==> src/rtl/mem_port_arbiter.sv <==
// Two-master round-robin arbiter for the memory controller data port, with bounded bus locking.
// Optional performance counters are built when MEM_ARB_PERF_EN is defined.
module mem_port_arbiter #(
    parameter int unsigned MAX_LOCK = 16,
    parameter bit          M0_FIRST = 1'b1
) (
    input  logic        i_clk,
    input  logic        i_rst_n,
    input  logic        i_m0_req,
    input  logic        i_m0_lock,
    input  logic [31:0] i_m0_addr,
    input  logic [31:0] i_m0_wdata,
    input  logic [1:0]  i_m0_width,
    input  logic        i_m0_we,
    input  logic        i_m0_zext,
    output logic        o_m0_gnt,
    output logic        o_m0_rvalid,
    output logic [31:0] o_m0_rdata,
    input  logic        i_m1_req,
    input  logic        i_m1_lock,
    input  logic [31:0] i_m1_addr,
    input  logic [31:0] i_m1_wdata,
    input  logic [1:0]  i_m1_width,
    input  logic        i_m1_we,
    input  logic        i_m1_zext,
    output logic        o_m1_gnt,
    output logic        o_m1_rvalid,
    output logic [31:0] o_m1_rdata,
    output logic [31:0] o_mem_addr,
    output logic [31:0] o_mem_wdata,
    output logic [1:0]  o_mem_width,
    output logic        o_mem_we,
    output logic        o_mem_read_en,
    output logic        o_mem_zext,
`ifdef MEM_ARB_PERF_EN
    output logic [31:0] o_perf_gnt0,
    output logic [31:0] o_perf_gnt1,
    output logic [31:0] o_perf_stall,
`endif
    input  logic [31:0] i_mem_rdata
);

    typedef enum logic [1:0] {
        IDLE = 2'd0,
        OWN0 = 2'd1,
        OWN1 = 2'd2
    } state_e;

    localparam logic [7:0] MAX_LOCK_C = 8'(MAX_LOCK);

    state_e     state_q, state_d;
    logic       last_grant_q, last_grant_d;   // 0 = M0, 1 = M1
    logic       lock_q, lock_d;               // owner's lock as seen last cycle
    logic [7:0] lock_cnt_q, lock_cnt_d;
    logic       rd_valid_q, rd_id_q;
    logic       gnt0, gnt1;
    logic       owner_lock, regrant;

    // NOTE: every signal driven here gets a default first, so no path leaves one unassigned and no latch is inferred.
    always_comb begin
        gnt0         = 1'b0;
        gnt1         = 1'b0;
        owner_lock   = lock_q && (lock_cnt_q < MAX_LOCK_C);
        if (i_m0_req && i_m1_req) begin
            if (state_q == OWN0 && owner_lock)      gnt0 = 1'b1;
            else if (state_q == OWN1 && owner_lock) gnt1 = 1'b1;
            else if (last_grant_q)                  gnt0 = 1'b1;
            else                                    gnt1 = 1'b1;
        end else if (i_m0_req) begin
            gnt0 = 1'b1;
        end else if (i_m1_req) begin
            gnt1 = 1'b1;
        end

        state_d      = gnt0 ? OWN0 : (gnt1 ? OWN1 : IDLE);
        last_grant_d = gnt0 ? 1'b0 : (gnt1 ? 1'b1 : last_grant_q);
        lock_d       = gnt0 ? i_m0_lock : (gnt1 ? i_m1_lock : 1'b0);

        // Only a locked re-grant to the same owner extends the run; anything else restarts it.
        regrant      = (gnt0 && state_q == OWN0) || (gnt1 && state_q == OWN1);
        lock_cnt_d   = 8'd0;
        if (regrant && lock_q)
            lock_cnt_d = (lock_cnt_q >= MAX_LOCK_C) ? MAX_LOCK_C : lock_cnt_q + 8'd1;
    end

    always_comb begin
        o_mem_addr    = 32'd0;
        o_mem_wdata   = 32'd0;
        o_mem_width   = 2'd0;
        o_mem_we      = 1'b0;
        o_mem_zext    = 1'b0;
        o_mem_read_en = 1'b0;
        if (gnt0) begin
            o_mem_addr    = i_m0_addr;
            o_mem_wdata   = i_m0_wdata;
            o_mem_width   = i_m0_width;
            o_mem_we      = i_m0_we;
            o_mem_zext    = i_m0_zext;
            o_mem_read_en = ~i_m0_we;
        end else if (gnt1) begin
            o_mem_addr    = i_m1_addr;
            o_mem_wdata   = i_m1_wdata;
            o_mem_width   = i_m1_width;
            o_mem_we      = i_m1_we;
            o_mem_zext    = i_m1_zext;
            o_mem_read_en = ~i_m1_we;
        end
    end

    assign o_m0_gnt = gnt0;
    assign o_m1_gnt = gnt1;

    // NOTE: sequential state uses non-blocking assignments so every register samples pre-edge values.
    always_ff @(posedge i_clk or negedge i_rst_n) begin
        if (!i_rst_n) begin
            state_q      <= IDLE;
            last_grant_q <= M0_FIRST ? 1'b1 : 1'b0;
            lock_q       <= 1'b0;
            lock_cnt_q   <= 8'd0;
            rd_valid_q   <= 1'b0;
            rd_id_q      <= 1'b0;
        end else begin
            state_q      <= state_d;
            last_grant_q <= last_grant_d;
            lock_q       <= lock_d;
            lock_cnt_q   <= lock_cnt_d;
            rd_valid_q   <= o_mem_read_en;
            rd_id_q      <= gnt1;
        end
    end

    // Read data is steered to whichever master issued the read one cycle earlier.
    assign o_m0_rvalid = rd_valid_q & ~rd_id_q;
    assign o_m1_rvalid = rd_valid_q &  rd_id_q;
    assign o_m0_rdata  = o_m0_rvalid ? i_mem_rdata : 32'd0;
    assign o_m1_rdata  = o_m1_rvalid ? i_mem_rdata : 32'd0;

`ifdef MEM_ARB_PERF_EN
    logic stall;
    assign stall = (i_m0_req & ~gnt0) | (i_m1_req & ~gnt1);

    always_ff @(posedge i_clk or negedge i_rst_n) begin
        if (!i_rst_n) begin
            o_perf_gnt0  <= 32'd0;
            o_perf_gnt1  <= 32'd0;
            o_perf_stall <= 32'd0;
        end else begin
            if (gnt0 && o_perf_gnt0 != 32'hFFFF_FFFF)   o_perf_gnt0  <= o_perf_gnt0 + 32'd1;
            if (gnt1 && o_perf_gnt1 != 32'hFFFF_FFFF)   o_perf_gnt1  <= o_perf_gnt1 + 32'd1;
            if (stall && o_perf_stall != 32'hFFFF_FFFF) o_perf_stall <= o_perf_stall + 32'd1;
        end
    end
`endif

endmodule

==> config.mk <==
export PLATFORM = sky130hd
export DESIGN_NAME = mem_port_arbiter
export DESIGN_NICKNAME = d
export VERILOG_FILES = /design/src/rtl/mem_port_arbiter.sv
export SDC_FILE = /design/constraint.sdc
export NUM_CORES = 1
export LEC_CHECK = 0
export CORE_AREA = 4 4 120 122
export CTS_BUF_LIST = sky130_fd_sc_hd__clkbuf_16
export DETAILED_ROUTE_END_ITERATION = 16
export DIE_AREA = 0 0 124 126
export RECOVER_POWER = 50
export SETUP_SLACK_MARGIN = 0.2
export SKIP_LAST_GASP = 1
export SLEW_MARGIN = 20
export SYNTH_ARGS = -nofsm -noshare
export SYNTH_HDL_FRONTEND = slang
export SYNTH_SLANG_ARGS = --single-unit
==> constraint.sdc <==
create_clock -name i_clk -period 4.9 [get_ports i_clk]
set_input_delay 0.735 -clock i_clk [delete_from_list [all_inputs] [get_ports i_clk]]
set_output_delay 0.735 -clock i_clk [all_outputs]
set_load 0.03 [all_outputs]
==> flow_metrics.py, run 1 <==
metrics = {
    "finish": {
        "final_cells": 682,
        "diodes": 0,
        "layout-drive-gt1-share": 0.02767,
        "nets": 683,
        "post-route-util": 0.3865,
        "syn_to_final_growth_pct": 177.6,
    },
    "clocking": {
        "clockRootBuffer": "clkbuf_16",
        "hold_buffers": 0,
        "cts_sinks": 14,
        "htreeDepth": 1,
        "clk_latency_ns": 0.24,
        "ctsResizeCount": 0,
        "cts_tree": "yes",
        "numCtsBuffers": 3,
        "clkSlewWorstSetupHoldPaths_ns": 0.05,
        "postCtsSetupBuffers": 0,
        "clk_path_buf_depth": 2,
    },
    "timing": {
        "hold_viol": 0,
        "slew_viol_final": 0,
        "relSlewSlack": 0.2997,
        "tightest_slew_ns": 1.051,
        "max_freq_mhz": 255.8,
        "fin_crit_sh": 0.7980,
        "whs_ns": 0.4873,
        "fin_setup_tns_ns": 0,
        "fin_crit_ns": 3.910,
        "setup_viol_count_final": 0,
        "rsz0062_at_grt": "false",
        "setup_slack_ns": 0.9899,
        "clock_skew_ns": 0.0007378,
    },
    "grt": {
        "grt-ovfl-total": 0,
        "grt_pass1_vias": 3006,
        "grt_pass1_wl_um": 17180,
        "grt_max_degree": 74,
        "antenna_found_initial": 0,
        "grt_usage": 0.1426,
    },
    "die": {
        "die_x_um": 124,
        "ioPinCount": 311,
        "coreArea_um2": 13190,
        "die_area_um2": 15620,
        "rows": 42,
        "start_util": 0.1393,
        "die_h_um": 126,
    },
    "yosys": {
        "syn-mean-instance-area_um2": 8.746,
        "ys_ff_latch": 14,
        "ys_warn_count": 0,
        "seq_area_frac_synth": 0.1914,
        "synthCells": 210,
        "yosysUniqueCellTypes": 26,
        "syn_area_um2": 1837,
    },
    "worst_setup_path": {
        "worst_ep_arrival_time_ns": 3.18,
        "cp_max_fo": 34,
        "crit_path_start_kind": "flop",
        "crit_path_cell_trace": "nor2b_1, clkbuf_1, and2_1, dlygate4sd3_1",
        "crit_family": "buffers and inverters",
        "critPathRequiredTime_ns": 4.16,
        "slowest_stage": "dfrtp_1",
        "crit_buf_inv": 2,
        "worstSetupPathType": "flop to output port",
        "critical-path-max-stage-delay_ns": 0.91,
        "endpoint_kind": "output port",
    },
    "detailed_routing": {
        "drc_errors": 0,
        "routedWlPerCell_um": 18.01,
        "detail-route-antenna-nets": 0,
        "drt_first_pass_iters": 4,
        "vias": 2871,
        "drtIter0Drc": 117,
        "via_per_inst": 4.210,
        "totalWireLength_um": 12280,
    },
    "flow_run": {
        "max_cap_violations": 0,
    },
    "outcome": {
        "status": "finished, final reports clean",
    },
    "hold_path": {
        "hold_path.class": "flop to flop",
    },
    "pwr": {
        "peakVddDrop_mv": 0.1117,
        "power_leakage_nw": 2.242,
        "powerDensity_nw_per_um2": 207.1,
    },
    "placed_design": {
        "place_hpwl_um": 10520,
        "dp_cells": 678,
        "io_buffers": 310,
        "dp_slack_ns": 1.093,
        "routabilityCongestion": 0.9283,
    },
}
-- state kept, by name, indices dropped and copies added, names as in the netlist --
register	count
lock_cnt_q	8
state_q	2
last_grant_q	1
lock_q	1
rd_id_q	1
rd_valid_q	1
-- report_power, final --
part           leakage, nW  switching, W  internal [W]  total, W
Sequential           0.179     0.0000220      0.000125  0.000147
Clock               0.0385     0.0000461      0.000108  0.000154
Combinational         2.03      0.000387      0.000369  0.000755
Total                 2.24      0.000455      0.000601   0.00106
-- synthesized netlist by cell type --
library cell   n  area (um2)
dfrtp_1       13       325.3
nor3_1         1       5.000
and4_2         2       20.02
o21ai_0        3       15.01
conb_1         1       3.750
mux2i_1        1       10.01
clkbuf_1       9       33.78
nor4_4         1       21.27
nand2b_1       1       6.260
a21o_2         1       8.760
xor2_1         1       8.760
nor3_4         2       32.53
ha_1           2       25.02
nand3_1        2       10.01
a22o_1        71       621.9
a21oi_2        2       17.52
nor2_1         4       15.01
and3_1        33       206.5
xnor2_1        1       8.760
inv_1          6       22.52
dfstp_2        1       26.28
nor2b_1        3       18.77
buf_6         14       157.7
nand2_1        1       3.750
nand4_1        1       6.260
and2_1        33       206.5
-- cell type report --
type,instances,area (um2)
sequential,14,351.6
clock inverter,1,3.754
fill,1321,8092
inverter,6,22.52
clock buffer,3,75.07
timing repair buffer,313,3147
tap,176,220.2
multi-input combinational,169,1279
-- metrics by stage --
step                cell area [um2]  power (W)
finish                         5099   0.001056
global route                   5099   0.001105
CTS                            5102   0.001080
detailed placement             5024  0.0009212
global placement               5024  0.0009168
floorplan                      1844  0.0005417
-- logic make-up after synthesis --
logic type                 share of synthesized area
and+or+nand+nor                               0.3004
AOI/OAI and AO/OA                             0.3610
buffers and inverters                         0.1165
DFF                                           0.1914
adders and majority gates                    0.01362
xor gates and xnor gates                    0.009539
other                                       0.002042
muxes                                       0.005450
-- layer usage --
metal | share of wire | track usage
met1 | 0.37 | 0.1547
met2 | 0.52 | 0.2720
met3 | 0.098 | 0.03363
met4 | 0.018 | 0.03673
met5 | 0 | 0
-- final timing paths --
check | startpoint | to | slack [ns] | cells past startpoint
worst max-delay path | rd_valid_q | o_m0_rdata[22] | 0.99 | 4
worst max register to register | lock_cnt_q[6] | rd_valid_q | 3.02 | 5
worst min-delay path | lock_cnt_q[0] | lock_cnt_q[0] | 0.49 | 1
worst min register to register | lock_cnt_q[0] | lock_cnt_q[0] | 0.49 | 1
min in group asynchronous | i_rst_n | lock_cnt_q[3] | 0.97 | 1
max in group asynchronous | i_rst_n | rd_id_q | 3.50 | 1
-- cell usage in the layout, fill, tap and decap left out, types with 3 or more instances in the layout --
cell type        count
clkdlybuf4s50_1    252
a22o_1              71
dlygate4sd3_1       58
and3_1              33
and2_1              33
dfrtp_1             13
inv_1                6
nor2_1               4
nor2b_1              3
o21ai_0              3
clkbuf_16            3
conb_1               3
Note: power is estimated with default switching activity, not from simulation.
==> run 2: changes to the inputs <==
==> constraint.sdc (replaced) <==
create_clock -name i_clk -period 3.3 [get_ports i_clk]
set_input_delay 0.495 -clock i_clk [delete_from_list [all_inputs] [get_ports i_clk]]
set_output_delay 0.495 -clock i_clk [all_outputs]
set_load 0.03 [all_outputs]
==> run 2 against run 1 <==
Against the previous run:
- combinational power is 50% higher
- clock power rose by 45%
- non-clock buffer count up 2
- worst setup slack lost 0.74 ns
- die area stayed put
- global-route usage fell by 0.67 points
- routed wire length decreased by 2.6%
- clock-buffer cell count is the same
- total power rose by 49%
- sequential cell count unchanged
- largest power group unchanged
==> flow_metrics.py, run 2 (synthesized netlist as in run 1, its figures left out) <==
metrics = {
    "finish": {
        "nets": 685,
        "largest-register": "lock_cnt_q",
        "post-route-util": 0.3776,
        "top_regs": "lock_cnt_q (8), state_q (2)",
        "largest_reg_flops": 8,
        "layout-drive-gt1-share": 0.2028,
        "syn_to_final_growth_pct": 171.2,
        "diodes": 0,
        "fin_area_um2": 4981,
        "multi_input_area_um2": 1279,
        "fill_cells": 1324,
        "regArea_um2": 351.6,
        "final_cell_mix": "184 x clkdlybuf4s50_1, 75 x buf_4, 71 x a22o_1",
        "final_common_cell": "clkdlybuf4s50_1",
    },
    "pwr": {
        "clock_power_share": 0.142,
        "p_switching_w": 0.0006821,
        "peakVddDrop_mv": 0.1551,
        "p_sw_frac": 0.4341,
        "comb_power_share": 0.719,
        "powerDensity_nw_per_um2": 315.5,
        "p_int_w": 0.0008891,
        "power_leakage_nw": 2.296,
        "pwr-share-seq": 0.139,
    },
    "timing": {
        "rsz0062_at_grt": "false",
        "clock_skew_ns": 0.003371,
        "fin_crit_ns": 3.051,
        "fin_crit_sh": 0.9246,
        "whs_ns": 0.4801,
        "setup_viol_count_final": 0,
        "relSlewSlack": 0.4043,
        "fin_setup_tns_ns": 0,
        "tightest_slew_ns": 0.8936,
        "max_freq_mhz": 327.7,
        "hold_viol": 0,
        "slew_viol_final": 0,
    },
    "worst_setup_path": {
        "cp_max_fo": 4,
        "r2r_cells": 6,
        "worstSetupPathType": "input pin to output port",
        "timing.rr.end": "lock_q",
        "reg2reg_slack_ns": 1.35,
        "worst_ep_arrival_time_ns": 2.56,
        "crit_path_start_kind": "input pin",
        "critPathRequiredTime_ns": 2.80,
        "timing.rr.start": "lock_cnt_q[6]",
        "endpoint_kind": "output port",
    },
    "flow_run": {
        "max_cap_violations": 0,
    },
    "grt": {
        "grt_pass1_wl_um": 16540,
        "grt_max_degree": 70,
        "grt_usage": 0.1359,
        "grt-ovfl-total": 0,
        "grt_pass1_vias": 2945,
        "antenna_found_initial": 0,
    },
    "outcome": {
        "status": "finished, final reports clean",
    },
    "clocking": {
        "postCtsSetupBuffers": 0,
        "clk_latency_ns": 0.24,
        "cts_sinks": 14,
        "hold_buffers": 0,
        "ctsResizeCount": 0,
        "htreeDepth": 1,
        "cts_tree": "yes",
        "clockRootBuffer": "clkbuf_16",
        "clk_path_buf_depth": 2,
        "clkSlewWorstSetupHoldPaths_ns": 0.04,
        "numCtsBuffers": 3,
    },
    "placed_design": {
        "placed_cell_area_um2": 4954,
        "io_buffers": 310,
        "place_hpwl_um": 10360,
        "routabilityCongestion": 0.8783,
    },
    "die": {
        "die_h_um": 126,
        "coreArea_um2": 13190,
        "ioPinCount": 311,
        "die_area_um2": 15620,
        "die_x_um": 124,
        "start_util": 0.1393,
        "rows": 42,
    },
    "hold_path": {
        "hold-path-cell-count": 1,
        "min_to": "lock_cnt_q[0]",
        "hold_path.class": "flop to flop",
        "hp-start": "lock_cnt_q[0]",
    },
    "detailed_routing": {
        "drt_first_pass_iters": 4,
        "via_per_inst": 4.225,
        "routedWlPerCell_um": 17.49,
        "totalWireLength_um": 11960,
        "vias": 2890,
        "detail-route-antenna-nets": 0,
        "drtIter0Drc": 67,
        "drc_errors": 0,
    },
}
-- run 2: changes by cell type in the layout (fill, tap and decap cells not counted), moves of 13 or more --
cell,before,now
and2_0,0,18
and2_1,33,15
buf_12,2,15
buf_4,0,75
clkdlybuf4s50_1,252,184
dlygate4sd3_1,58,27
-- run 2: per-stage QoR --
stage	setup slack (ns)	cells	total power, W
detailed placement	0.3338	680	0.001376
CTS	0.3224	684	0.001605
global placement	0.3630	680	0.001369
global route	0.1604	684	0.001645
finish	0.2488	684	0.001571
floorplan	0.9252	212	0.0008044
-- run 2: per-layer routing --
layer | global-route usage | vias up | wire length, um
met3 | 0.04260 | 10 | 1432
li1 | - | 1395 | -
met2 | 0.2574 | 192 | 6116
met1 | 0.1432 | 1293 | 4253
met4 | 0.03351 | 0 | 158
met5 | 0 | - | 0
-- run 2: worst max-delay path by stage --
| stage | endpoint | slack [ns] | from | depth (start not counted) |
|---|---|---|---|---|
| floorplan | o_mem_addr[23] | 0.93 | lock_cnt_q[6] | 5 |
| global route | o_mem_wdata[5] | 0.16 | i_m1_req | 6 |
| detailed placement | o_mem_wdata[5] | 0.33 | i_m1_req | 6 |
| CTS | o_m1_gnt | 0.32 | lock_cnt_q[6] | 5 |
| finish | o_mem_wdata[5] | 0.25 | i_m1_req | 6 |
| global placement | o_mem_wdata[5] | 0.36 | i_m1_req | 6 |
-- run 2: worst max-delay path, stage by stage --
cell,delay (ns)
dlygate4sd3_1,0.61
nand2b_1,0.17
o21ai_0,0.17
nor3_4,0.25
a22o_1,0.19
clkdlybuf4s50_1,0.67
-- run 2: final cells by class --
| type | count | share of cell area |
|---|---|---|
| clock buffers | 3 | 0.01507 |
| clock inverters | 1 | 0.0007536 |
| inverters | 6 | 0.004521 |
| multi-input cells | 169 | 0.2567 |
| flip-flops and latches | 14 | 0.07059 |
| well taps | 176 | 0.04421 |
| repair buffers | 315 | 0.6081 |
-- run 2: power by group through the flow --
stage	registers, W	clock network, W	logic (W)
final	0.000218	0.000223	0.00113
after global routing	0.000223	0.000238	0.00118
after CTS	0.000218	0.000228	0.00116
after detailed placement	0.000220	0	0.00116
after global placement	0.000218	0	0.00115
after floorplan	0.000198	0	0.000607
==> run 3: changes to the inputs <==
--- a/config.mk
+++ b/config.mk
@@ -9,10 +9,11 @@
 export CTS_BUF_LIST = sky130_fd_sc_hd__clkbuf_16
 export DETAILED_ROUTE_END_ITERATION = 16
 export DIE_AREA = 0 0 124 126
-export RECOVER_POWER = 50
+export RECOVER_POWER = 100
 export SETUP_SLACK_MARGIN = 0.2
 export SKIP_LAST_GASP = 1
 export SLEW_MARGIN = 20
 export SYNTH_ARGS = -nofsm -noshare
 export SYNTH_HDL_FRONTEND = slang
 export SYNTH_SLANG_ARGS = --single-unit
+export TNS_END_PERCENT = 5
==> run 3 against run 2 <==
Against the previous run:
- clock skew hardly changed
- global-route usage did not move
- combinational power down 4%
- die area did not move
- core utilization down 0.71 points
- sequential cell count unchanged
- maximum frequency about the same
- largest power group unchanged
==> flow_metrics.py, run 3 (synthesized netlist as in run 1, its figures left out) <==
metrics = {
    "outcome": {
        "status": "finished, final reports clean",
    },
    "detailed_routing": {
        "vias": 2899,
        "drtIter0Drc": 74,
        "via_per_inst": 4.238,
        "drt_first_pass_iters": 4,
        "routedWlPerCell_um": 17.42,
        "detail-route-antenna-nets": 0,
        "totalWireLength_um": 11920,
        "drc_errors": 0,
    },
    "pwr": {
        "powerDensity_nw_per_um2": 313.8,
        "peakVddDrop_mv": 0.1552,
        "power_leakage_nw": 2.281,
    },
    "finish": {
        "final_common_cell": "clkdlybuf4s50_1",
        "diodes": 0,
        "syn_to_final_growth_pct": 166.1,
        "largest_reg_flops": 8,
        "largest-register": "lock_cnt_q",
        "final_cell_mix": "174 x clkdlybuf4s50_1, 71 x a22o_1, 53 x buf_4",
        "layout-drive-gt1-share": 0.1890,
        "top_regs": "lock_cnt_q (8), state_q (2)",
        "nets": 685,
        "final_cells": 684,
    },
    "die": {
        "rows": 42,
        "coreArea_um2": 13190,
        "die_h_um": 126,
        "start_util": 0.1393,
        "die_x_um": 124,
        "ioPinCount": 311,
        "die_area_um2": 15620,
    },
    "worst_setup_path": {
        "critical-path-max-stage-delay_ns": 0.67,
        "crit_path_start_kind": "input pin",
        "timing.rr.start": "lock_cnt_q[6]",
        "timing.rr.end": "lock_q",
        "crit_path_cell_trace": "dlygate4sd3_1, nand2b_1, o21ai_0, nor3_4, a22o_1, clkdlybuf4s50_1",
        "endpoint_kind": "output port",
        "cp_max_fo": 4,
        "worst_ep_arrival_time_ns": 2.56,
        "reg2reg_slack_ns": 1.35,
        "critPathRequiredTime_ns": 2.80,
        "worstSetupPathType": "input pin to output port",
        "r2r_cells": 6,
        "slowest_stage": "clkdlybuf4s50_1",
    },
    "hold_path": {
        "hp-start": "lock_cnt_q[0]",
        "hold_path.class": "flop to flop",
        "hold-path-cell-count": 1,
        "min_to": "lock_cnt_q[0]",
    },
    "placed_design": {
        "routabilityCongestion": 0.8783,
        "dp_cells": 680,
        "io_buffers": 310,
        "place_hpwl_um": 10360,
    },
    "clocking": {
        "cts_tree": "yes",
        "clk_path_buf_depth": 2,
        "clockRootBuffer": "clkbuf_16",
        "ctsResizeCount": 0,
        "clk_latency_ns": 0.24,
        "postCtsSetupBuffers": 0,
        "htreeDepth": 1,
        "hold_buffers": 0,
        "clkSlewWorstSetupHoldPaths_ns": 0.04,
        "cts_sinks": 14,
        "numCtsBuffers": 3,
    },
    "grt": {
        "grt_pass1_vias": 2945,
        "grt_pass1_wl_um": 16540,
        "grt-ovfl-total": 0,
        "grt_max_degree": 70,
        "antenna_found_initial": 0,
        "grt_usage": 0.1359,
    },
    "timing": {
        "fin_crit_ns": 3.051,
        "relSlewSlack": 0.3996,
        "fin_crit_sh": 0.9246,
        "setup_viol_count_final": 0,
        "max_freq_mhz": 327.8,
        "clock_skew_ns": 0.003185,
        "rsz0062_at_grt": "false",
        "slew_viol_final": 0,
        "fin_setup_tns_ns": 0,
        "hold_viol": 0,
        "tightest_slew_ns": 0.9007,
    },
    "flow_run": {
        "max_cap_violations": 0,
    },
}
-- run 3: cell count changes in the layout (fill, tap and decap cells not counted) --
cell,delta
buf_12,-2
buf_4,-22
clkbuf_1,+7
clkbuf_2,+17
clkdlybuf4s50_1,-10
dlygate4sd3_1,+10
-- run 3: layer usage --
layer  wire, um  share of wire  track usage
met2       6063           0.51       0.2574
met5          0              0            0
met4        181          0.015      0.03351
met1       4247           0.36       0.1432
met3       1424           0.12      0.04260
-- run 3: stage by stage --
stage	hold WS, ns	setup WS [ns]	area (um2)	util	total power, W
detailed placement	0.4793	0.3338	4954	0.3755	0.001376
global placement	0.4742	0.3630	4954	0.3755	0.001369
floorplan	0.1994	0.9252	1844	-	0.0008044
finish	0.4801	0.2489	4887	0.3705	0.001534
CTS	0.4851	0.3224	5032	0.3815	0.001605
global route	0.5141	0.1250	4887	0.3705	0.001608
-- run 3: cell type report --
| type | count | area [um2] |
|---|---|---|
| Tap cell | 176 | 220.2 |
| Clock buffer | 3 | 75.07 |
| Sequential cell | 14 | 351.6 |
| Clock inverter | 1 | 3.754 |
| Timing Repair Buffer | 315 | 2935 |
| Fill cell | 1342 | 8303 |
| Multi-Input combinational cell | 169 | 1279 |
| Inverter | 6 | 22.52 |
-- run 3: worst max-delay path by stage --
stage / startpoint / to / slack (ns) / cells after the start
finish: i_m1_req / o_mem_wdata[5] / 0.25 / 6
global route: i_m1_req / o_mem_width[1] / 0.13 / 7
CTS: lock_cnt_q[6] / o_m1_gnt / 0.32 / 5
detailed placement: i_m1_req / o_mem_wdata[5] / 0.33 / 6
global placement: i_m1_req / o_mem_wdata[5] / 0.36 / 6
floorplan: lock_cnt_q[6] / o_mem_addr[23] / 0.93 / 5
-- run 3: power by group --
group	internal [W]	switching (W)
clock	0.000160	0.0000637
sequential	0.000185	0.0000323
combinational	0.000510	0.000583
-- run 3: critical path: cells and delay by family --
| family | cells | cell delay [ns] |
|---|---|---|
| buffers and inverters | 2 | 1.28 |
| and+or+nand+nor | 2 | 0.42 |
| AOI/OAI and AO/OA | 2 | 0.36 |
==> RTL edit (flow settings as in run 2) <==
Re-encode `state_e` (3 states) as one-hot, 3 bits wide.
--- a/src/rtl/mem_port_arbiter.sv
+++ b/src/rtl/mem_port_arbiter.sv
@@ -42,6 +42,6 @@
 
-    typedef enum logic [1:0] {
-        IDLE = 2'd0,
-        OWN0 = 2'd1,
-        OWN1 = 2'd2
+    typedef enum logic [2:0] {
+        IDLE = 3'b001,
+        OWN0 = 3'b010,
+        OWN1 = 3'b100
     } state_e;
Function: no difference found for any inputs over 10 cycles, from zero or initial values and one cycle with i_rst_n low; not proved beyond that.
==> RTL edit against run 2 <==
- largest cell class unchanged
- synthesized area increased by 2.9%
- highest routed layer is now met5
- total power increased by 2.1%
- worst setup slack improved by 0.014 ns
- sequential cell count increased by 1
- critical path type unchanged
- routed wire length increased by 1.6%
- global-route usage increased by 0.36 points
- final area increased by 5.5%
- synthesized cell count increased by 3.3%
==> RTL edit: results (changes against run 2) <==
stage;metric;value;unit;change
global_routing;antenna_found_initial;1;;+1
pwr;p_leak;2.438;nW;+6.2%
synthesis;ys_seq_area_share;20.00;%;+0.86 points
setup_path;slowest_delay;0.55;ns;-0.12 ns
setup_path;r2r_setup_slack;1.15;ns;-0.20 ns
placed_design;place_ws;0.4829;ns;+0.1491 ns
timing;max_slew_margin;51.03;%;+11 points
global_routing;grt_max_degree;71;;+1.4%
placed_design;hpwlAfterDp;10490;um;+1.2%
placed_design;gp_congestion;0.8515;;-3.1%
placed_design;dpl_cell_area;5211;um^2;+5.2%
pwr;combPwrFrac;72.6;%;+0.7 points
routing;vias;3033;;+4.9%
synthesis;ys_top_cells_by_area;a22o_1 (31%), dfrtp_1 (17%), and2_1 (11%), and3_1 (11%), buf_6 (5.4%);;
routing;dr_wl_met2;6497;um;+6.2%
setup_path;arrival;2.54;ns;-0.02 ns
routing;wl_met3;1464;um;+2.2%
final_layout;nets;693;;+1.2%
timing;timing.hold.ws;0.4874;ns;+0.007339 ns
routing;drt-met1-wl;3916;um;-7.9%
routing;drt_iter0_markers;84;;+25%
timing;fin_ws;0.2624;ns;+0.01363 ns
global_routing;grt_pass1_vias;3085;;+4.8%
timing;clock_skew;0.004856;ns;+0.001484 ns
pwr;peakVddDrop;143.3;uV;-7.6%
routing;drt-total-wl;12150;um;+1.6%
clock_tree;cts_resized;0;;unchanged
setup_path;cp_top_family;buffers and inverters;;
pwr;clock_power;0.229;mW;+3%
final_layout;top_regs;lock_cnt_q x8, state_q x3;;
synthesis;synth.distinct_cells;34;;+31%
setup_path;cp_max_fo;70;;+66
hold_path;hold_path_class;reg -> reg;;
setup_path;crit_slowest_cell;dlygate4sd3_1;;
final_layout;drive_gt1_share;18.22;%;-2.1 points
routing;highest_layer;met5;;
synthesis;synthCells;217;;+3.3%
clock_tree;htreeDepth;1;;unchanged
global_routing;grt_use_total;13.95;%;+0.36 points
clock_tree;cts_buffers;3;;unchanged
final_layout;n_fill_cell;1327;;+0.23%
synthesis;synth_common_cells;a22o_1 (67), and2_1 (33), and3_1 (32);;
setup_path;cp-endpoint;o_mem_addr[5];;
pwr;netSwitchingPower;0.6704;mW;-1.7%
routing;wl_per_cell;17.56;um;+0.44%
global_routing;grt_pass1_wl;16990;um;+2.8%
run_status;outcome;finished clean;;
global_routing;grt.met2_usage;27.46;%;+1.7 points
global_routing;grt_util_met3;4.753;%;+0.49 points
-- RTL edit: cell families (layout without fill, tap and decap cells) --
family | count (synthesis) | after routing | share of synthesized area (%)
xor gates and xnor gates | 2 | 2 | 0.9273
DFF | 15 | 15 | 20.00
adders and majority gates | 2 | 2 | 1.324
other | 1 | 3 | 0.1985
buffers and inverters | 31 | 328 | 10.93
AOI/OAI and AO/OA | 82 | 82 | 38.94
and+or+nand+nor | 84 | 84 | 27.68
-- RTL edit: area by class of cell --
| type | count | area (um^2) | share of cell area (%) |
|---|---|---|---|
| clock buffer | 3 | 75.07 | 1.429 |
| tap | 176 | 220.2 | 4.191 |
| clock inverter | 1 | 3.754 | 0.07145 |
| timing repair buffer | 317 | 3254 | 61.94 |
| sequential | 15 | 377.9 | 7.192 |
| multi-input combinational | 173 | 1296 | 24.67 |
| inverter | 7 | 26.28 | 0.5001 |
